<file path="src/rtl/iob_pwm_deadtime.sv">
// iob_pwm_deadtime: complementary gate driver with programmable dead time.
// Turns the single-ended PWM from the upstream generator into a high-side /
// low-side pair with a dead interval between them. Input levels shorter
// than the dead time are swallowed and flagged with a one-cycle strobe.
//
// Optional fault latch: define IOB_PWM_DEADTIME_FAULT_EN to add the
// fault_in / fault_clr / fault ports and the latched FAULT state.
module iob_pwm_deadtime #(
    parameter int DT_W   = 8,
    parameter int DT_MIN = 1
) (
    input  logic            clk,
    input  logic            rst,
    input  logic            en,
    input  logic [DT_W-1:0] dead_time,
    input  logic            pwm_in,
`ifdef IOB_PWM_DEADTIME_FAULT_EN
    input  logic            fault_in,
    input  logic            fault_clr,
    output logic            fault,
`endif
    output logic            pwm_h,
    output logic            pwm_l,
    output logic            dt_active,
    output logic            pulse_drop
);

    localparam logic [2:0] S_OFF   = 3'd0;
    localparam logic [2:0] S_LOW   = 3'd1;
    localparam logic [2:0] S_DT_LH = 3'd2;
    localparam logic [2:0] S_HIGH  = 3'd3;
    localparam logic [2:0] S_DT_HL = 3'd4;
`ifdef IOB_PWM_DEADTIME_FAULT_EN
    localparam logic [2:0] S_FAULT = 3'd5;
`endif

    localparam logic [DT_W-1:0] DT_MIN_V = DT_W'(DT_MIN);
    localparam logic [DT_W-1:0] ONE      = DT_W'(1);

    logic [2:0]      state;
    logic [2:0]      state_nxt;
    logic [DT_W-1:0] cnt;
    logic [DT_W-1:0] cnt_nxt;
    logic [DT_W-1:0] cnt_load;
    logic            from_off;
    logic            from_off_nxt;
    logic            drop_nxt;

    // Effective dead time clamped to DT_MIN, stored as D-1 so that the
    // counter reaching zero marks the last dead cycle.
    always_comb begin
        cnt_load = ((dead_time < DT_MIN_V) ? DT_MIN_V : dead_time) - ONE;
    end

    // Next-state logic. from_off marks a dead interval that began from OFF:
    // neither gate has been on yet, so an aborted interval flips to the
    // opposite dead state instead of falling back to a gate-on state.
    always_comb begin
        state_nxt    = state;
        cnt_nxt      = cnt;
        from_off_nxt = from_off;
        drop_nxt     = 1'b0;
`ifdef IOB_PWM_DEADTIME_FAULT_EN
        if (fault_in) begin
            state_nxt = S_FAULT;
        end else if (state == S_FAULT) begin
            if (fault_clr) begin
                state_nxt = S_OFF;
            end
        end else
`endif
        if (!en) begin
            state_nxt = S_OFF;
        end else begin
            case (state)
                S_OFF: begin
                    from_off_nxt = 1'b1;
                    cnt_nxt      = cnt_load;
                    state_nxt    = pwm_in ? S_DT_LH : S_DT_HL;
                end
                S_LOW: begin
                    if (pwm_in) begin
                        from_off_nxt = 1'b0;
                        cnt_nxt      = cnt_load;
                        state_nxt    = S_DT_LH;
                    end
                end
                S_HIGH: begin
                    if (!pwm_in) begin
                        from_off_nxt = 1'b0;
                        cnt_nxt      = cnt_load;
                        state_nxt    = S_DT_HL;
                    end
                end
                S_DT_LH: begin
                    if (!pwm_in) begin
                        drop_nxt = 1'b1;
                        if (from_off) begin
                            cnt_nxt   = cnt_load;
                            state_nxt = S_DT_HL;
                        end else begin
                            state_nxt = S_LOW;
                        end
                    end else if (cnt == '0) begin
                        state_nxt = S_HIGH;
                    end else begin
                        cnt_nxt = cnt - ONE;
                    end
                end
                S_DT_HL: begin
                    if (pwm_in) begin
                        drop_nxt = 1'b1;
                        if (from_off) begin
                            cnt_nxt   = cnt_load;
                            state_nxt = S_DT_LH;
                        end else begin
                            state_nxt = S_HIGH;
                        end
                    end else if (cnt == '0) begin
                        state_nxt = S_LOW;
                    end else begin
                        cnt_nxt = cnt - ONE;
                    end
                end
                default: begin
                    state_nxt = S_OFF;
                end
            endcase
        end
    end

    // State, counter and registered outputs; outputs are decoded from the
    // next state so they line up with the state register each cycle.
    always_ff @(posedge clk or negedge rst) begin
        if (!rst) begin
            state      <= S_OFF;
            cnt        <= '0;
            from_off   <= 1'b0;
            pwm_h      <= 1'b0;
            pwm_l      <= 1'b0;
            dt_active  <= 1'b0;
            pulse_drop <= 1'b0;
`ifdef IOB_PWM_DEADTIME_FAULT_EN
            fault      <= 1'b0;
`endif
        end else begin
            state      <= state_nxt;
            cnt        <= cnt_nxt;
            from_off   <= from_off_nxt;
            pwm_h      <= (state_nxt == S_HIGH);
            pwm_l      <= (state_nxt == S_LOW);
            dt_active  <= (state_nxt == S_DT_LH) || (state_nxt == S_DT_HL);
            pulse_drop <= drop_nxt;
`ifdef IOB_PWM_DEADTIME_FAULT_EN
            fault      <= (state_nxt == S_FAULT);
`endif
        end
    end

endmodule

</file>
<file path="config.mk">
export PLATFORM = sky130hd
export DESIGN_NAME = iob_pwm_deadtime
export DESIGN_NICKNAME = d
export VERILOG_FILES = /design/src/rtl/iob_pwm_deadtime.sv
export SDC_FILE = /design/constraint.sdc
export NUM_CORES = 1
export LEC_CHECK = 0
export CORE_MARGIN = 5
export CORE_UTILIZATION = 43
export DETAILED_ROUTE_END_ITERATION = 10
export SYNTH_ARGS = -nofsm -noshare
export SYNTH_HDL_FRONTEND = slang
export SYNTH_SLANG_ARGS = --single-unit
</file>
<file path="constraint.sdc">
create_clock -name clk -period 2.6 [get_ports clk]
set_clock_uncertainty 0.1 [all_clocks]
set_input_delay 0.78 -clock clk [delete_from_list [all_inputs] [get_ports clk]]
set_output_delay 0.78 -clock clk [all_outputs]
set_load 0.05 [all_outputs]
</file>
After elaboration in Yosys (flattened, before gate mapping) --
Index checks and enable logic that the tools add are counted.
Storage, ports and cells: bits in registers 16, bits of input ports 12, word-level logic and storage cells 53
Operators by class: add/sub/neg operators 2, order comparisons 1, eq/ne operators 10, mux-type cells 26, reductions and logical operators 7
Operators by type and width (count):
- 8-bit 2-to-1 mux | 7
- 8-bit case mux with 5 select lines | 1
- 3-bit 2-to-1 mux | 9
- 8-bit by 1-bit subtractor with 8-bit output (second input constant) | 2
- 3-bit case mux with 5 select lines | 1
- 3-bit by 2-bit == test with 1-bit output (second input constant) | 4
- 8-bit logical NOT | 1
- 8-bit by 1-bit less-than comparator with 1-bit output (second input constant) | 1
- 4-bit AND reduction | 2
- 3-bit by 1-bit == test with 1-bit output (second input constant) | 2
- 3-bit == test (second input constant) | 2
- 1-bit 2-to-1 mux | 6
- 5-bit nonzero test | 1
- 2-bit inequality test (second input constant) | 2
- 3-bit logical NOT | 1
- 1-bit case mux with 3 select lines | 1
- 3-bit nonzero test | 1
- 1-bit case mux with 2 select lines | 1
- 1-bit logical OR | 1

Depth between registers and ports, before layout --
Gate-level depths: netlist (run 1).
word-level depth 7, depth in mapped cells 8

Worst setup path after synthesis (run 1) --
Ideal clock, no wire load.
kind in2reg, start point input port dead_time[3], end point register cnt[6], library setup time 0.144 ns, arrival time 1.864 ns, data required time 2.356 ns, slack 0.492 ns, stages 7, buffers on the path 0, cell sequence nor3_1 -> a31oi_1 -> ha_1 -> nand3b_1 -> xor2_1 -> o22a_1 -> o22ai_1
On the way: word-level cells in the longest chain between the ends 6, elaborated cells on any way between the ends 9
RTL lines:
- start, declared | line 15 | input logic [DT_W-1:0] dead_time,
- 8-bit by 1-bit less-than comparator with 1-bit output | line 52 | cnt_load = ((dead_time < DT_MIN_V) ? DT_MIN_V : dead_time) - ONE;
- 8-bit 2-to-1 mux * | line 52
- 8-bit by 1-bit subtractor with 8-bit output * | line 52
- 8-bit 2-to-1 mux | line 98, 113
- 8-bit 2-to-1 mux (on tied branches) | line 111, 96
- 8-bit case mux with 5 select lines * | line 75 | case (state)
- end signal, assigned | line 148 | cnt <= cnt_nxt;
- end, declared | line 42 | logic [DT_W-1:0] cnt;
Mark *: on every way between the ends. The rest lies on a longest branch, timed or not. The select of a mux whose other input is x is not followed. A chain may end at the register's enable or synchronous reset.

Final worst setup path (run 1) --
start point input port dead_time[6], end point register cnt[6]
Same word-level chain as after synthesis.

==> PnR_summary.wiki, run 1 <==
{| class="wikitable"
! Metric !! Value
|-
| Average footprint of a synthesized cell || approximately 8.8 µm²
|-
| Worst-skew pair later-pin latency || 300 ps
|-
| Detail Placement HPWL || 2450 µm
|-
| Overall power after layout || ~0.75 mW
|-
| Vias || 1208
|-
| Number of setup violations in the final report || 0
|-
| Number of search-and-repair iterations in the first detailed-routing pass || 4
|-
| Fraction of power consumed by the clock network || 0.226
|-
| Via density || 5.92
|-
| Maximum clock path buffer count || 2
|-
| DRT antenna net count || 0
|-
| Data required time at the worst endpoint || 2720 ps
|-
| Antenna violations before repair || 0
|-
| Startpoint Class || input port
|-
| Die area || between 0.004 and 0.005 mm²
|-
| Leading cell types in the layout, fill and taps excluded || sky130_fd_sc_hd__buf_4 (21), sky130_fd_sc_hd__dfrtp_1 (16), sky130_fd_sc_hd__clkdlybuf4s50_1 (15), sky130_fd_sc_hd__inv_1 (12), sky130_fd_sc_hd__nor2_1 (12)
|-
| Most common cell after layout, fill and taps aside || sky130_fd_sc_hd__buf_4
|-
| Number of buffers added by the clock tree synthesis step || 3
|-
| Power density over the cells || 472 mW/mm²
|-
| Internal power || 0.490 mW
|-
| Clock period minus worst slack || 2440 ps
|-
| Top area cells in the synthesized netlist || sky130_fd_sc_hd__dfrtp_1 (33%), sky130_fd_sc_hd__o2bb2ai_1 (4.3%), sky130_fd_sc_hd__inv_1 (3.7%), sky130_fd_sc_hd__nor2_1 (3.7%), sky130_fd_sc_hd__a21oi_1 (3.3%)
|-
| Hold path start || cnt[1]$_DFFE_PN0P_
|-
| All-layer global routing usage || 0.160
|-
| Min-delay worst type || register to register
|-
| Number of global-route vias before repair || 1180
|-
| Max frequency || slightly above 400 MHz
|-
| Run status || completed
|-
| Setup Total Neg Slack || 0 ps
|-
| Unique masters post-synth || 45
|-
| Number of DRC markers in iteration 0 || 39
|-
| Largest net degree at the start of global routing || 19
|-
| Sequential power share || 0.441
|-
| Wire length on met3 || 185 µm
|-
| Portion of total power attributed to combinational logic || 0.332
|-
| Critical path data arrival time || 2560 ps
|-
| Top layer used by detailed routing || met4
|-
| Hold Path Stages || 1
|-
| Routed length per instance || 15.3 µm
|-
| Worst Hold End || cnt[1]$_DFFE_PN0P_
|-
| Number of input and output port buffers inserted || 15
|-
| Area share of the leading cell type in the synthesized netlist || 0.326
|-
| Clock transition at the register clock pins on the worst setup and hold paths after CTS || 100 ps
|-
| Reported max-cap violation count || 0
|-
| Critical path start-end classification || input port to register
|-
| Initial core utilization || 0.446
|-
| Wire length on met1 || 1490 µm
|-
| # H-tree levels || 1
|-
| Sw Pwr || 0.256 mW
|-
| Final standard cell count with taps included and fillers excluded || 204
|-
| Number of cells after detailed placement || 200
|-
| Maximum fanout count along the critical path || 3
|-
| Number of pins with negative max-slew slack in the final report || 0
|-
| Synth Net Count || 153
|-
| Final Cycle Share || 0.937
|-
| Finished Cell Area || about 0.0016 mm²
|-
| Area growth from synthesis to final layout || 28.7%
|-
| Gpl congestion || just under 0.9
|-
| Clock root buffer || sky130_fd_sc_hd__clkbuf_4
|-
| Final Hold Vio Count || 0
|-
| Setup slack, reg-to-reg || 260 ps
|-
| Number of warnings issued by yosys || 0
|-
| Worst r2r path cells || 8
|-
| Cell count after synthesis || 139
|-
| Postcts setup bufs || 0
|-
| Met2 WL post-DR || between 1000 and 1500 µm
|-
| RSZ-0062 raised after global routing || false
|-
| Die Ht || 63.5 µm
|-
| Worst Max-Slew Pin Slew || about 500 ps
|-
| Post-synth top area cell || sky130_fd_sc_hd__dfrtp_1
|-
| Switching share of power || 0.344
|-
| Layout cells sized above 1 || 0.179
|-
| Worst slack at placement || -151 ps
|-
| Number of diodes added for antenna fixing || 0
|-
| Routed Wire Length || 3120 µm
|-
| Launching instance or port of the critical path || dead_time[6]
|-
| Instance area after placement || 0.00155 mm²
|-
| Number of nets in the layout || about 190
|-
| Synthesized flop and latch total || 16
|-
| Final worst slack || about 160 ps
|-
| Core region area || about 0.0028 mm²
|-
| Global-route wire length before repair || 5320 µm
|-
| GRT overflow || 0
|-
| Number of I/O pins || 16
|-
| Maximum ir drop on the vdd rail || 0.374 mV
|-
| Pleak || about 0.65 nW
|-
| Sink Count || 16
|-
| RR Startpoint || cnt[0]$_DFFE_PN0P_
|-
| Layout fillers || 263
|-
| CP endpoint kind || register
|-
| CTS tree || built
|-
| Relative max-transition margin || 0.665
|-
| Number of placement rows || 19
|-
| Total DRC errors in the routed layout || 0
|-
| Die outline width || 63.5 µm
|-
| Endpoint of the lowest-slack register-to-register path || dt_active$_DFF_PN0_
|-
| Cell area after technology mapping || around 0.0012 mm²
|-
| CTS Hold Buffers Added || 0
|-
| Post_cts resized || 0
|-
| Register area share after synthesis || 0.326
|}
-- synthesized netlist by cell type --
library cell and n:
sky130_fd_sc_hd__dfrtp_1 16, sky130_fd_sc_hd__inv_1 12, sky130_fd_sc_hd__nor2_1 12, sky130_fd_sc_hd__a21oi_1 8, sky130_fd_sc_hd__o21ai_0 7, sky130_fd_sc_hd__buf_2 6
sky130_fd_sc_hd__nand2b_1 6, sky130_fd_sc_hd__nor3_1 6, sky130_fd_sc_hd__o2bb2ai_1 6, sky130_fd_sc_hd__nand2_1 5, sky130_fd_sc_hd__nor2b_1 5, sky130_fd_sc_hd__mux2i_1 4
sky130_fd_sc_hd__o22a_1 3, sky130_fd_sc_hd__or3_1 3, sky130_fd_sc_hd__a22oi_1 2, sky130_fd_sc_hd__a311o_1 2, sky130_fd_sc_hd__ha_1 2, sky130_fd_sc_hd__o2111a_1 2
sky130_fd_sc_hd__o221ai_1 2, sky130_fd_sc_hd__o22ai_1 2, sky130_fd_sc_hd__o31ai_1 2, sky130_fd_sc_hd__o32a_1 2, sky130_fd_sc_hd__xnor2_1 2, sky130_fd_sc_hd__a21bo_2 1
sky130_fd_sc_hd__a22o_1 1, sky130_fd_sc_hd__a31oi_1 1, sky130_fd_sc_hd__a31oi_2 1, sky130_fd_sc_hd__a32o_1 1, sky130_fd_sc_hd__and4bb_1 1, sky130_fd_sc_hd__nand3b_1 1
sky130_fd_sc_hd__nand4_1 1, sky130_fd_sc_hd__nor3b_1 1, sky130_fd_sc_hd__nor4_1 1, sky130_fd_sc_hd__nor4_4 1, sky130_fd_sc_hd__nor4b_1 1, sky130_fd_sc_hd__nor4bb_1 1
sky130_fd_sc_hd__o2111ai_2 1, sky130_fd_sc_hd__o211a_1 1, sky130_fd_sc_hd__o21a_1 1, sky130_fd_sc_hd__o21ai_1 1, sky130_fd_sc_hd__o21bai_1 1, sky130_fd_sc_hd__o22a_2 1
sky130_fd_sc_hd__or4_4 1, sky130_fd_sc_hd__or4b_1 1, sky130_fd_sc_hd__xor2_1 1
-- state kept, by name, summed over array words and instances (netlist names) --
| register | count |
|---|---|
| from_off | 1 |
| pwm_h | 1 |
| pwm_l | 1 |
| pulse_drop | 1 |
| state | 3 |
| cnt | 8 |
| dt_active | 1 |
-- cells by family (layout without fill, tap and decap cells) --
| logic type | count (synthesis) | after routing | synth area share |
|---|---|---|---|
| buffers and inverters | 18 | 52 | 0.0611 |
| adder cells (fa/ha/maj) | 2 | 2 | 0.0204 |
| XOR/XNOR | 3 | 3 | 0.0214 |
| flip-flops | 16 | 16 | 0.326 |
| multiplexers | 4 | 4 | 0.0326 |
| AND/OR/NAND/NOR | 47 | 47 | 0.230 |
| AO/OA/AOI/OAI | 49 | 49 | 0.309 |
-- layer usage --
layer / up-vias / track usage
met2: 31 / 0.234
met5: - / 0
met4: 0 / 0.0416
li1: 599 / -
met1: 574 / 0.227
met3: 4 / 0.0497
-- critical path, stage by stage --
cell	delay (ps)
sky130_fd_sc_hd__clkdlybuf4s50_1	490
sky130_fd_sc_hd__nor3_1	60
sky130_fd_sc_hd__buf_4	140
sky130_fd_sc_hd__a31oi_1	230
sky130_fd_sc_hd__ha_1	260
sky130_fd_sc_hd__nand3b_1	100
sky130_fd_sc_hd__xor2_1	150
sky130_fd_sc_hd__o22a_1	190
sky130_fd_sc_hd__o22ai_1	160
-- through the flow --
stage / util / hold slack (ps)
2_1_floorplan: - / 384
3_3_place_gp: 0.560 / 435
3_5_place_dp: 0.560 / 454
4_1_cts: 0.574 / 475
5_1_grt: 0.574 / 497
6_report: 0.574 / 474
-- how the worst max path moves through the flow --
stage | to | slack, ps | cells past startpoint
after global placement | cnt[2]$_DFFE_PN0P_ | -120 | 6
after detailed placement | cnt[6]$_DFFE_PN0P_ | -150 | 9
after CTS | cnt[6]$_DFFE_PN0P_ | 160 | 9
after global routing | cnt[6]$_DFFE_PN0P_ | 70 | 9
final | cnt[6]$_DFFE_PN0P_ | 160 | 9
after floorplan | cnt[6]$_DFFE_PN0P_ | 490 | 7
-- power by group through the flow --
| stage | logic (mW) | registers [mW] | clock network (mW) |
|---|---|---|---|
| 2_1_floorplan | 0.153 | 0.328 | 0 |
| 3_3_place_gp | 0.245 | 0.332 | 0 |
| 3_5_place_dp | 0.248 | 0.333 | 0 |
| 4_1_cts | 0.249 | 0.328 | 0.175 |
| 5_1_grt | 0.276 | 0.334 | 0.185 |
| 6_report | 0.248 | 0.329 | 0.169 |
-- cell type report --
class	count	area, µm²	area share
inverter	12	45.0	0.0285
sequential	16	400	0.253
clock buffer	4	36.3	0.0229
tap	31	38.8	0.0245
timing repair buffer	36	308	0.195
multi-input combinational	105	753	0.476
Power figures use the tool's default switching activity.
==> run 2, diff against run 1 <==
--- a/config.mk
+++ b/config.mk
@@ -5,9 +5,12 @@
 export SDC_FILE = /design/constraint.sdc
 export NUM_CORES = 1
 export LEC_CHECK = 0
+export CAP_MARGIN = 10
 export CORE_MARGIN = 5
 export CORE_UTILIZATION = 43
 export DETAILED_ROUTE_END_ITERATION = 10
+export SKIP_CTS_REPAIR_TIMING = 1
+export SKIP_LAST_GASP = 1
 export SYNTH_ARGS = -nofsm -noshare
 export SYNTH_HDL_FRONTEND = slang
 export SYNTH_SLANG_ARGS = --single-unit
==> results of run 2 <==
The final DEF is identical to that of run 1; final timing and power are the same.
==> run 3, diff against run 2 <==
--- a/config.mk
+++ b/config.mk
@@ -6,11 +6,15 @@
 export NUM_CORES = 1
 export LEC_CHECK = 0
 export CAP_MARGIN = 10
+export CELL_PAD_IN_SITES_DETAIL_PLACEMENT = 0
+export CELL_PAD_IN_SITES_GLOBAL_PLACEMENT = 2
 export CORE_MARGIN = 5
-export CORE_UTILIZATION = 43
+export CORE_UTILIZATION = 33
 export DETAILED_ROUTE_END_ITERATION = 10
+export PLACE_DENSITY_LB_ADDON = 0.1
 export SKIP_CTS_REPAIR_TIMING = 1
 export SKIP_LAST_GASP = 1
+export SLEW_MARGIN = 20
 export SYNTH_ARGS = -nofsm -noshare
 export SYNTH_HDL_FRONTEND = slang
 export SYNTH_SLANG_ARGS = --single-unit
==> run 3 against run 2 <==
Compared with the run above:
- sequential share of layout area decreased by 0.16 points
- register-to-register slack improved by 110 ps
- cell area increased by 0.63%
- flip-flop and latch count unchanged
- wire length increased by 8.9%
- clock power increased by 29%
- worst hold slack got worse by 15 ps
- non-clock buffer count decreased by 4
- fmax increased by 2.3%
- via count decreased by 1.9%
- core utilization decreased by 14 points
- critical path type unchanged
==> PnR_summary.wiki, run 3 (synthesized netlist as in run 1, its figures left out) <==
{| class="wikitable"
! Metric !! Value
|-
| Run status || completed
|-
| Worst r2r path cells || 8 (unchanged)
|-
| Via density || 5.46 (-7.8%)
|-
| Number of pins with negative max-slew slack in the final report || 0 (unchanged)
|-
| Die outline width || 71.0 µm (+12%)
|-
| Delay of the slowest cell on the worst path || 420 ps (-70 ps)
|-
| Count of buffering cells on the critical path with inverters included || 1 (-1)
|-
| Pleak || 0.642 nW (-1.8%)
|-
| Worst-skew pair later-pin latency || 250 ps (-50 ps)
|-
| Initial core utilization || 0.338 (-0.107)
|-
| Worst Hold End || cnt[1]$_DFFE_PN0P_
|-
| Routed Wire Length || 3400 µm (+8.9%)
|-
| Relative max-transition margin || 0.645 (-0.0208)
|-
| Largest net degree at the start of global routing || 19 (unchanged)
|-
| Global-route wire length before repair || 5990 µm (+13%)
|-
| Most common cell after layout, fill and taps aside || sky130_fd_sc_hd__buf_4
|-
| Data required time at the worst endpoint || 2620 ps (-100 ps)
|-
| Final core occ || 0.438 (-0.135)
|-
| Most flop-heavy register || cnt
|-
| Hold path start || cnt[1]$_DFFE_PN0P_
|-
| Core region area || 0.00363 mm² (+32%)
|-
| Power density over the cells || 499 mW/mm² (+5.7%)
|-
| Number of nets in the layout || 184 (-2.1%)
|-
| Gpl congestion || 0.825 (-6.4%)
|-
| Number of setup violations in the final report || 0 (unchanged)
|-
| Top flop regs || cnt x8, state x3
|-
| # H-tree levels || 1 (unchanged)
|-
| Overall power after layout || 0.794 mW (+6.4%)
|-
| Number of search-and-repair iterations in the first detailed-routing pass || 4 (unchanged)
|-
| Maximum ir drop on the vdd rail || 0.208 mV (-44%)
|-
| Number of global-route vias before repair || 1263 (+7.0%)
|-
| Kind of cell adding the most delay to the critical path || buffers and inverters
|-
| Detail Placement HPWL || 2670 µm (+8.8%)
|-
| Maximum clock path buffer count || 2 (unchanged)
|-
| Layout cells sized above 1 || 0.160 (-0.0194)
|-
| Library cell contributing the largest single delay on the critical path || sky130_fd_sc_hd__clkdlybuf4s50_1
|-
| Number of I/O pins || 16 (unchanged)
|-
| Max frequency || 420 MHz (+2.3%)
|-
| Leading cell types in the layout, fill and taps excluded || sky130_fd_sc_hd__buf_4 (17), sky130_fd_sc_hd__dfrtp_1 (16), sky130_fd_sc_hd__clkdlybuf4s50_1 (15), sky130_fd_sc_hd__inv_1 (12), sky130_fd_sc_hd__nor2_1 (12)
|-
| Reported max-cap violation count || 0 (unchanged)
|-
| Critical path data arrival time || 2410 ps (-150 ps)
|-
| RSZ-0062 raised after global routing || false
|-
| Endpoint of the lowest-slack register-to-register path || dt_active$_DFF_PN0_
|-
| Worst Max-Slew Pin Slew || 533 ps (+38.1 ps)
|-
| Startpoint Class || input port
|-
| Worst hold slack after final layout || 459 ps (-15.1 ps)
|-
| Antenna violations before repair || 0 (unchanged)
|-
| Die Ht || 71.0 µm (+12%)
|-
| Number of placement rows || 22 (+3)
|-
| CP endpoint kind || register
|-
| Routed length per instance || 15.7 µm (+2.4%)
|-
| Area growth from synthesis to final layout || 29.5%
|-
| Clock period minus worst slack || 2380 ps (-54.2 ps)
|-
| Number of diodes added for antenna fixing || 0 (unchanged)
|-
| Clock transition at the register clock pins on the worst setup and hold paths after CTS || 70 ps (-30 ps)
|-
| Final Hold Vio Count || 0 (unchanged)
|-
| RR Startpoint || cnt[0]$_DFFE_PN0P_
|-
| Critical path start-end classification || input port to register
|-
| Critical-path cell list || clkdlybuf4s50_1, nor3_1, a31oi_1, ha_1, nand3b_1, xor2_1, o22a_1, o22ai_1
|-
| DRT antenna net count || 0 (unchanged)
|-
| Sink Count || 16 (unchanged)
|-
| GRT overflow || 0 (unchanged)
|-
| Number of buffers added by the clock tree synthesis step || 3 (unchanged)
|-
| Hold Path Stages || 1 (unchanged)
|-
| Die area || 0.00504 mm² (+25%)
|-
| Count of cell instances traversed by the critical path || 8 (-1)
|-
| Setup slack, reg-to-reg || 370 ps (+110 ps)
|-
| Max reg flops || 8 (unchanged)
|-
| Clock root buffer || sky130_fd_sc_hd__clkbuf_8
|-
| Launching instance or port of the critical path || dead_time[5]
|-
| Min-delay worst type || register to register
|-
| CTS tree || built
|-
| Total DRC errors in the routed layout || 0 (unchanged)
|-
| Maximum fanout count along the critical path || 3 (unchanged)
|-
| Vias || 1185 (-1.9%)
|-
| Number of input and output port buffers inserted || 15 (unchanged)
|-
| Final Cycle Share || 0.916 (-0.0209)
|-
| All-layer global routing usage || 0.147 (-0.0126)
|-
| Number of DRC markers in iteration 0 || 29 (-26%)
|}
-- run 3: worst max path at each step --
stage                         endpoint  slack, ps
floorplan           cnt[6]$_DFFE_PN0P_        490
global placement    cnt[6]$_DFFE_PN0P_        -50
detailed placement  cnt[6]$_DFFE_PN0P_        -60
CTS                 cnt[6]$_DFFE_PN0P_        190
global route        cnt[6]$_DFFE_PN0P_         50
finish              cnt[6]$_DFFE_PN0P_        220
-- run 3: per-stage QoR --
stage | cell area (µm²) | std cells | worst slack (ps) | TNS, ps
2_1_floorplan | 1230 | 139 | 492 | 0
3_3_place_gp | 1540 | 213 | -52.3 | -79.2
3_5_place_dp | 1540 | 213 | -63.8 | -106
4_1_cts | 1590 | 217 | 186 | 0
5_1_grt | 1590 | 217 | 45.5 | 0
6_report | 1590 | 217 | 218 | 0
-- run 3: cell type report --
type | count | area [µm²]
multi-input cells | 105 | 753
fillers | 389 | 2040
clock buffers | 4 | 55.1
repair buffers | 32 | 278
inverters | 12 | 45.0
flip-flops and latches | 16 | 400
well taps | 48 | 60.1
-- run 3: layer usage --
layer	wire, µm	global-route usage	vias up
li1	-	-	587
met1	1540	0.181	568
met2	1710	0.262	26
met3	114	0.0241	4
met4	37	0.0480	0
met5	0	0	-
-- run 3: report_power, final --
group          switching (mW)  internal (mW)
Combinational           0.120          0.122
Clock                  0.0843          0.134
Sequential             0.0542          0.279
